### config.mk
export PLATFORM = sky130hd
export DESIGN_NAME = key_conditioner_flat
export DESIGN_NICKNAME = d
export VERILOG_FILES = /design/src/rtl/key_if.sv /design/src/rtl/key_conditioner.sv /design/src/flat_wrapper.sv
export SDC_FILE = /design/constraint.sdc
export NUM_CORES = 1
export LEC_CHECK = 0
export ABC_AREA = 1
export ABC_CLOCK_PERIOD_IN_PS = 2750
export CORE_ASPECT_RATIO = 0.5
export CORE_UTILIZATION = 60
export DETAILED_ROUTE_END_ITERATION = 7
export PLACE_DENSITY = 0.91
export SYNTH_ARGS = -nofsm -noshare
export SYNTH_HDL_FRONTEND = slang
export SYNTH_SLANG_ARGS = --single-unit
### constraint.sdc
create_clock -name clk -period 2.75 [get_ports clk]
set_clock_uncertainty 0.2 [all_clocks]
set_input_delay 0.275 -clock clk [delete_from_list [all_inputs] [get_ports clk]]
set_output_delay 0.275 -clock clk [all_outputs]
set_load 0.05 [all_outputs]
### src/rtl/key_if.sv
// Key conditioner port bundle: raw active-low keys in, debounced level and event pulses out.
interface key_if #(parameter int NUM_KEYS = 3);
  logic [NUM_KEYS-1:0] key_n;
  logic [NUM_KEYS-1:0] key_level;
  logic [NUM_KEYS-1:0] key_press;
  logic [NUM_KEYS-1:0] key_release;
  logic [NUM_KEYS-1:0] key_long;
  logic [NUM_KEYS-1:0] led;

  modport master (output key_n, input key_level, key_press, key_release, key_long, led);
  modport slave  (input key_n, output key_level, key_press, key_release, key_long, led);
endinterface

### src/rtl/key_conditioner.sv
// Per-key synchroniser + debounce FSM with registered press/release/long pulses.
// Long-press detection is built only when KEY_LONG_PRESS_EN is defined.
module key_chan #(
  parameter int DELAY_TIME = 1000000,
  parameter int LONG_TIME  = 50000000
) (
  input  logic clk,
  input  logic rst_n,
  input  logic key_n,
  output logic level,
  output logic press,
  output logic rel,
  output logic long_p
);
  localparam int CW = $clog2(DELAY_TIME);
  localparam logic [CW-1:0] D_LAST = CW'(DELAY_TIME - 1);

  typedef enum logic [1:0] {IDLE, PRESS_WAIT, HELD, RELEASE_WAIT} state_t;

  state_t        state;
  logic          s1, s2;
  logic [CW-1:0] cnt;

  always_ff @(posedge clk) begin
    if (!rst_n) begin
      s1    <= 1'b1;
      s2    <= 1'b1;
      state <= IDLE;
      cnt   <= '0;
      level <= 1'b0;
      press <= 1'b0;
      rel   <= 1'b0;
    end else begin
      s1    <= key_n;
      s2    <= s1;
      press <= 1'b0;
      rel   <= 1'b0;
      case (state)
        IDLE:
          if (!s2) begin state <= PRESS_WAIT; cnt <= '0; end
        PRESS_WAIT:
          if (s2) begin
            state <= IDLE;
            cnt   <= '0;
          end else if (cnt == D_LAST) begin
            state <= HELD;
            cnt   <= '0;
            press <= 1'b1;
            level <= 1'b1;
          end else cnt <= cnt + 1'b1;
        HELD:
          if (s2) begin state <= RELEASE_WAIT; cnt <= '0; end
        RELEASE_WAIT:
          // a low sample here is release bounce: back to HELD silently
          if (!s2) begin
            state <= HELD;
            cnt   <= '0;
          end else if (cnt == D_LAST) begin
            state <= IDLE;
            cnt   <= '0;
            rel   <= 1'b1;
            level <= 1'b0;
          end else cnt <= cnt + 1'b1;
        default: begin state <= IDLE; cnt <= '0; end
      endcase
    end
  end

`ifdef KEY_LONG_PRESS_EN
  localparam int HW = $clog2(LONG_TIME);
  localparam logic [HW-1:0] H_LAST = HW'(LONG_TIME - 1);

  logic [HW-1:0] hcnt;
  logic          fired;
  logic          rel_now;

  // long must not coincide with the release pulse on the same key
  assign rel_now = (state == RELEASE_WAIT) && s2 && (cnt == D_LAST);

  always_ff @(posedge clk) begin
    if (!rst_n) begin
      hcnt   <= '0;
      fired  <= 1'b0;
      long_p <= 1'b0;
    end else begin
      long_p <= 1'b0;
      case (state)
        HELD, RELEASE_WAIT:
          if (state == RELEASE_WAIT && !s2) hcnt <= '0;
          else begin
            if (hcnt == H_LAST && !fired && !rel_now) begin
              long_p <= 1'b1;
              fired  <= 1'b1;
            end
            if (hcnt != H_LAST) hcnt <= hcnt + 1'b1;
          end
        PRESS_WAIT: hcnt <= '0;
        default: begin hcnt <= '0; fired <= 1'b0; end
      endcase
    end
  end
`else
  assign long_p = 1'b0;
`endif
endmodule

module key_conditioner #(
  parameter int DELAY_TIME = 1000000,
  parameter int LONG_TIME  = 50000000,
  parameter int NUM_KEYS   = 3
) (
  input logic  clk,
  input logic  rst_n,
  key_if.slave kif
);
  logic [NUM_KEYS-1:0] level, press, rel, long_p;

  for (genvar i = 0; i < NUM_KEYS; i++) begin : g_key
    key_chan #(.DELAY_TIME(DELAY_TIME), .LONG_TIME(LONG_TIME)) u_chan (
      .clk    (clk),
      .rst_n  (rst_n),
      .key_n  (kif.key_n[i]),
      .level  (level[i]),
      .press  (press[i]),
      .rel    (rel[i]),
      .long_p (long_p[i])
    );
  end

  assign kif.key_level   = level;
  assign kif.led         = level;
  assign kif.key_press   = press;
  assign kif.key_release = rel;
  assign kif.key_long    = long_p;
endmodule

### src/flat_wrapper.sv
// flat-port wrapper written by rule: the top's interface ports become plain ports
module key_conditioner_flat 
#(
  parameter int DELAY_TIME = 1000000,
  parameter int LONG_TIME  = 50000000,
  parameter int NUM_KEYS   = 3
)
  (clk, rst_n, kif_key_n, kif_key_level, kif_key_press, kif_key_release, kif_key_long, kif_led);
  key_if #(.NUM_KEYS(NUM_KEYS)) kif_i ();
  input logic clk;
  input logic rst_n;
  input wire logic [$bits(kif_i.key_n)-1:0] kif_key_n;
  output wire logic [$bits(kif_i.key_level)-1:0] kif_key_level;
  output wire logic [$bits(kif_i.key_press)-1:0] kif_key_press;
  output wire logic [$bits(kif_i.key_release)-1:0] kif_key_release;
  output wire logic [$bits(kif_i.key_long)-1:0] kif_key_long;
  output wire logic [$bits(kif_i.led)-1:0] kif_led;
  assign kif_i.key_n = kif_key_n;
  assign kif_key_level = kif_i.key_level;
  assign kif_key_press = kif_i.key_press;
  assign kif_key_release = kif_i.key_release;
  assign kif_key_long = kif_i.key_long;
  assign kif_led = kif_i.led;
  key_conditioner #(.DELAY_TIME(DELAY_TIME), .LONG_TIME(LONG_TIME), .NUM_KEYS(NUM_KEYS)) u_core (.clk(clk), .rst_n(rst_n), .kif(kif_i));
endmodule
==> reports/metrics.yaml <==
run_status:
  status: "completed"
logic_synthesis:
  yosysWarnings: 0
  synth_largest_area_cell: "dfxtp_1"
  synth-compound-area-share_pct: 10.3
  synth_top_family_by_area: "simple AND/OR/NAND/NOR gates"
  yosysTopAreaCellShare_pct: 34.8
  synth_cells: 751
  syn_area_sq_mm: 0.00466
  synth_simple_gate_area_share_pct: 40.5
  avgSynthCellArea_sq_um: 6.20
  synthTopCellsByArea: "dfxtp_1 (35%), nand2_1 (19%), nor2_1 (8.1%)"
  synth_cell_types: 32
  synth-adder-area-share_pct: 0.806
  synth_seq_cells: 81
  synth_xor_area_share_pct: 1.69
  ys_seq_area_share_pct: 34.8
  synthMuxAreaShare_pct: 0
grt:
  grt_util_all_layers_pct: 26.8
  grt_pass1_wl_microns: 17300
  grt_pass1_vias: 4020
  antenna_found_initial: 0
  overflow: 0
  grt_start_max_net_pins: 46
min_path:
  holdCritStartpoint: "u_core.g_key[1].u_chan.s1$_SDFF_PN1_"
  hp-class: "register to register"
sta:
  rsz0062_at_grt: "no"
  period_minus_slack_ps: 1990
  fin_setup_tns_ps: 0
  post-route-period-util_pct: 72.5
  hold_viol_final: 0
  slew_viol_final: 0
  worstMarginPinSlew_ps: 518
  fin_ws_ps: 757
  setup_violations: 0
  slew_headroom_pct: 65.3
  fmax_ghz: 0.502
placement:
  post-place-ws_ps: 916
  dp_hpwl_microns: 6900
  io_buffer_count: 16
  gp_congestion: 0.892
  place_inst: 836
  placed_area_sq_mm: 0.00476
worst_setup_path:
  start_kind: "register"
  cpLargestDelayFamily: "buffers and inverters"
  cp.required_ps: 2280
  worstPathArrival_ps: 1520
  worstSetupPathType: "register to output pin"
  worstPathCellList: "clkdlybuf4s50_1"
  cp_max_fo: 3
  rrSetupSlack_ps: 880
  critPathSlowestCell: "clkdlybuf4s50_1"
  critPathBufInv: 1
  cp_slowest_stage_delay_ps: 830
  crit_start: "u_core.g_key[0].u_chan.level$_SDFFE_PN0P_"
  timing.rr.start: "u_core.g_key[1].u_chan.cnt[1]$_SDFFE_PN0P_"
  crit_path_end_kind: "output pin"
job:
  maxCapViolations: 0
clock_tree:
  clock_latency_ps: 340
  htree_levels: 3
  clock-sinks: 81
  cts_resized: 0
  cts_buffer_depth: 2
  cts_tree: "yes"
  ctsHoldBuffers: 0
  cts_buffers: 9
  clockRootBuffer: "clkbuf_16"
  clkSlewWorstSetupHoldPaths_ps: 50
  cts_setup_buffers: 0
floorplan:
  die_area_sq_mm: 0.00814
  initial_core_util_pct: 62.9
  num_rows: 22
  core-area_sq_mm: 0.00740
  die_h_microns: 64.3
  die_w_microns: 127
  top_level_ports: 20
drt:
  wl_microns: 10200
  via_per_inst: 5.36
  drc_errors: 0
  first_iter_violations: 371
  num_vias: 4555
  wl_per_cell_microns: 12.0
  drtPass1Iterations: 5
  antenna_left: 0
pwr:
  seq_power_share_pct: 47.6
  power_leakage_nw: 1.84
  p_per_area_mw_per_mm2: 500
  p_sw_share_pct: 23.1
  vdd_drop_max_mv: 0.386
  p_int_w: 0.00194
  p_switching_w: 0.000582
  combPwrFrac_pct: 6.0
  clockPowerShare_pct: 46.3
finish:
  fin_cells: 850
  final_area_sq_mm: 0.00504
  area_growth_pct: 8.30
  fillers: 618
  diodes: 0
  fin_util_pct: 68.1
  drive_above_1_share_pct: 6.50
  fin_nets: 759
[stage by stage]
step                      total power (W)  hold slack (ps)
after floorplan                   0.00135              182
after global placement            0.00137              198
after detailed placement          0.00138              202
after CTS                         0.00255              215
after global routing              0.00261              222
final                             0.00252              211
[routing by layer]
layer  track usage, %  vias to the layer above  share of wire [%]
met5                0                        -                  0
li1                 -                     2347                  -
met1             31.1                     2048                 45
met2             47.2                      133                 48
met4             11.4                        0                2.0
met3             7.04                       27                5.3
[placed cells by master, fill, tap and decap left out, types with 6 or more instances in the layout]
master	instances
dfxtp_1	81
clkdlybuf4s50_1	16
xor2_1	6
nand2_1	232
inv_1	84
nor3_1	7
or2_2	7
nor2_1	101
clkbuf_16	9
a21oi_1	50
nor2_2	9
nand3_1	60
o21ai_0	38
nand4_1	13
[area by class of cell]
cell class,instances,area (sq um),area share [%]
tap,96,120,2.38
sequential,81,1620,32.2
multi-input combinational,550,2490,49.5
clock buffer,10,239,4.74
timing repair buffer,19,183,3.62
clock inverter,4,45.0,0.893
inverter,90,339,6.72
[Yosys cell counts]
cell type  count
nand2_1      232
nor2_1       101
inv_1         84
dfxtp_1       81
nand3_1       60
a21oi_1       50
o21ai_0       38
buf_4         15
nand4_1       13
nor2_2         9
buf_2          7
nor3_1         7
or2_2          7
xor2_1         6
clkbuf_1       5
inv_2          4
nor2_4         4
or2_1          4
buf_6          3
ha_1           3
o21ai_2        3
xnor2_1        3
buf_1          2
nand2_2        2
clkinv_1       1
clkinv_2       1
conb_1         1
nand2_4        1
nand3_4        1
nand3b_1       1
o21a_1         1
o21bai_1       1
[registers in the layout, indices dropped and copies added (netlist names), named ones only]
signal,count
u_core.g_key.u_chan.rel,3
u_core.g_key.u_chan.s2,3
u_core.g_key.u_chan.press,3
u_core.g_key.u_chan.cnt,60
u_core.g_key.u_chan.s1,3
u_core.g_key.u_chan.state,3
u_core.g_key.u_chan.level,3
[power by group through the flow]
stage	Clock, W	Combinational [W]	Sequential (W)
final	0.00117	0.000152	0.00120
after global routing	0.00124	0.000171	0.00120
after CTS	0.00120	0.000152	0.00120
after detailed placement	0	0.000152	0.00122
after global placement	0	0.000149	0.00122
after floorplan	0	0.000123	0.00122
[cell families after synthesis]
kind of cell,Yosys count
AND/OR/NAND/NOR,442
buffers and inverters,122
AO/OA/AOI/OAI,93
flip-flops,81
XOR/XNOR,9
adder cells (fa/ha/maj),3
other,1
[worst paths after layout]
check | end | depth (start not counted)
worst min-delay path | u_core.g_key[1].u_chan.s2$_SDFF_PN1_ | 1
worst min register to register | u_core.g_key[1].u_chan.s2$_SDFF_PN1_ | 1
worst max-delay path | kif_led[0] | 1
worst max register to register | u_core.g_key[1].u_chan.cnt[16]$_SDFFE_PN0P_ | 8
Note: power is estimated with default switching activity, not from simulation.
==> edit (config.mk and constraints unchanged) <==
Re-encode `state_t` (4 states) as one-hot, 4 bits wide.
--- a/src/rtl/key_conditioner.sv
+++ b/src/rtl/key_conditioner.sv
@@ -16,5 +16,5 @@
   localparam logic [CW-1:0] D_LAST = CW'(DELAY_TIME - 1);
 
-  typedef enum logic [1:0] {IDLE, PRESS_WAIT, HELD, RELEASE_WAIT} state_t;
+  typedef enum logic [3:0] {IDLE = 4'b0001, PRESS_WAIT = 4'b0010, HELD = 4'b0100, RELEASE_WAIT = 4'b1000} state_t;
 
   state_t        state;
Formal check against the unedited RTL: same outputs for any inputs over 10 cycles, from zero or initial values and one cycle with rst_n low; not proved beyond that.
==> edit against the original RTL <==
- worst setup slack worse by 0.037 ns
- cell count is 2.5% higher
- final area is 5.3% higher
- critical path depth up 7
- sequential cell count up 6
- synthesized area grew 5.9%
- register-to-register slack lost 0.16 ns
- routed wire length is 3.4% higher
Power is not compared: it rests on default switching activity, and its combinational part moved more than twofold at a synthesized area within 25%.
==> edit: results <==
# TYPE chip_impl_metric gauge
chip_impl_info{name="outcome",value="complete, no violations"} 1
chip_impl_metric{name="detailedPlacementHpwl",unit="µm"} 7522
chip_impl_metric{name="n_fill_cell",unit=""} 636
chip_impl_metric{name="synth-seq-area-share",unit=""} 0.3532
chip_impl_metric{name="place.gp.congestion",unit=""} 0.9355
chip_impl_metric{name="crit_path_max_incr_delay",unit="ns"} 0.38
chip_impl_info{name="timing.critical_path.max_delay_family",value="simple AND/OR/NAND/NOR gates"} 1
chip_impl_metric{name="nonClkBufAreaFrac",unit=""} 0.03300
chip_impl_metric{name="post_drt_via_cell_ratio",unit=""} 5.401
chip_impl_metric{name="inverters_excl_clock",unit=""} 96
chip_impl_info{name="critical_path_s_slowest_cell",value="sky130_fd_sc_hd__dfxtp_1"} 1
chip_impl_metric{name="synthesized_area_per_cell",unit="µm²"} 6.505
chip_impl_info{name="post_synth_main_area_contributors",value="sky130_fd_sc_hd__dfxtp_1, sky130_fd_sc_hd__nand2_1, sky130_fd_sc_hd__nor2_1, sky130_fd_sc_hd__inv_1, sky130_fd_sc_hd__nand3_1"} 1
chip_impl_metric{name="detail_route.iter0.violations",unit=""} 317
chip_impl_info{name="post_synth_most_frequent_cells",value="sky130_fd_sc_hd__nand2_1, sky130_fd_sc_hd__nor2_1, sky130_fd_sc_hd__inv_1"} 1
chip_impl_metric{name="pre_cts_slack",unit="ns"} 0.7032
chip_impl_metric{name="numPlacedInstances",unit=""} 857
chip_impl_metric{name="placed_cell_area",unit="mm²"} 0.005042
chip_impl_metric{name="m1WireLength",unit="µm"} 4623
chip_impl_metric{name="layout.cells.non_filler",unit=""} 871
chip_impl_metric{name="grt.total_usage",unit=""} 0.2680
chip_impl_metric{name="detailroute.wirelength.met2",unit="µm"} 4996
chip_impl_metric{name="num-multi-input-gates",unit=""} 548
chip_impl_metric{name="globalRouteMet2Util",unit=""} 0.4860
chip_impl_metric{name="multi_input_area_share",unit=""} 0.4950
chip_impl_metric{name="globalRouteMet3Util",unit=""} 0.05825
chip_impl_metric{name="nClkBuffers",unit=""} 13
chip_impl_metric{name="layout.clock.cell_area_share",unit=""} 0.04998
chip_impl_metric{name="wl_met3",unit="µm"} 635
[edit: worst paths after layout]
| kind | end | cells past startpoint | startpoint | slack, ns |
|---|---|---|---|---|
| max reg2reg | u_core.g_key[1].u_chan.state[1] | 8 | u_core.g_key[1].u_chan.cnt[0] | 0.72 |
| min reg2reg | u_core.g_key[1].u_chan.s2 | 1 | u_core.g_key[1].u_chan.s1 | 0.22 |
| max | u_core.g_key[1].u_chan.state[1] | 8 | u_core.g_key[1].u_chan.cnt[0] | 0.72 |
| min | u_core.g_key[1].u_chan.s2 | 1 | u_core.g_key[1].u_chan.s1 | 0.22 |
[edit: cell families after synthesis]
kind of cell               Yosys count  share of synthesized area
and+or+nand+nor                    448                     0.4103
buffers and inverters              125                     0.1154
DFF                                 87                     0.3532
AOI/OAI and AO/OA                   82                    0.09135
xor gates and xnor gates            12                    0.02132
adders and majority gates            3                   0.007613
other                                1                  0.0007605
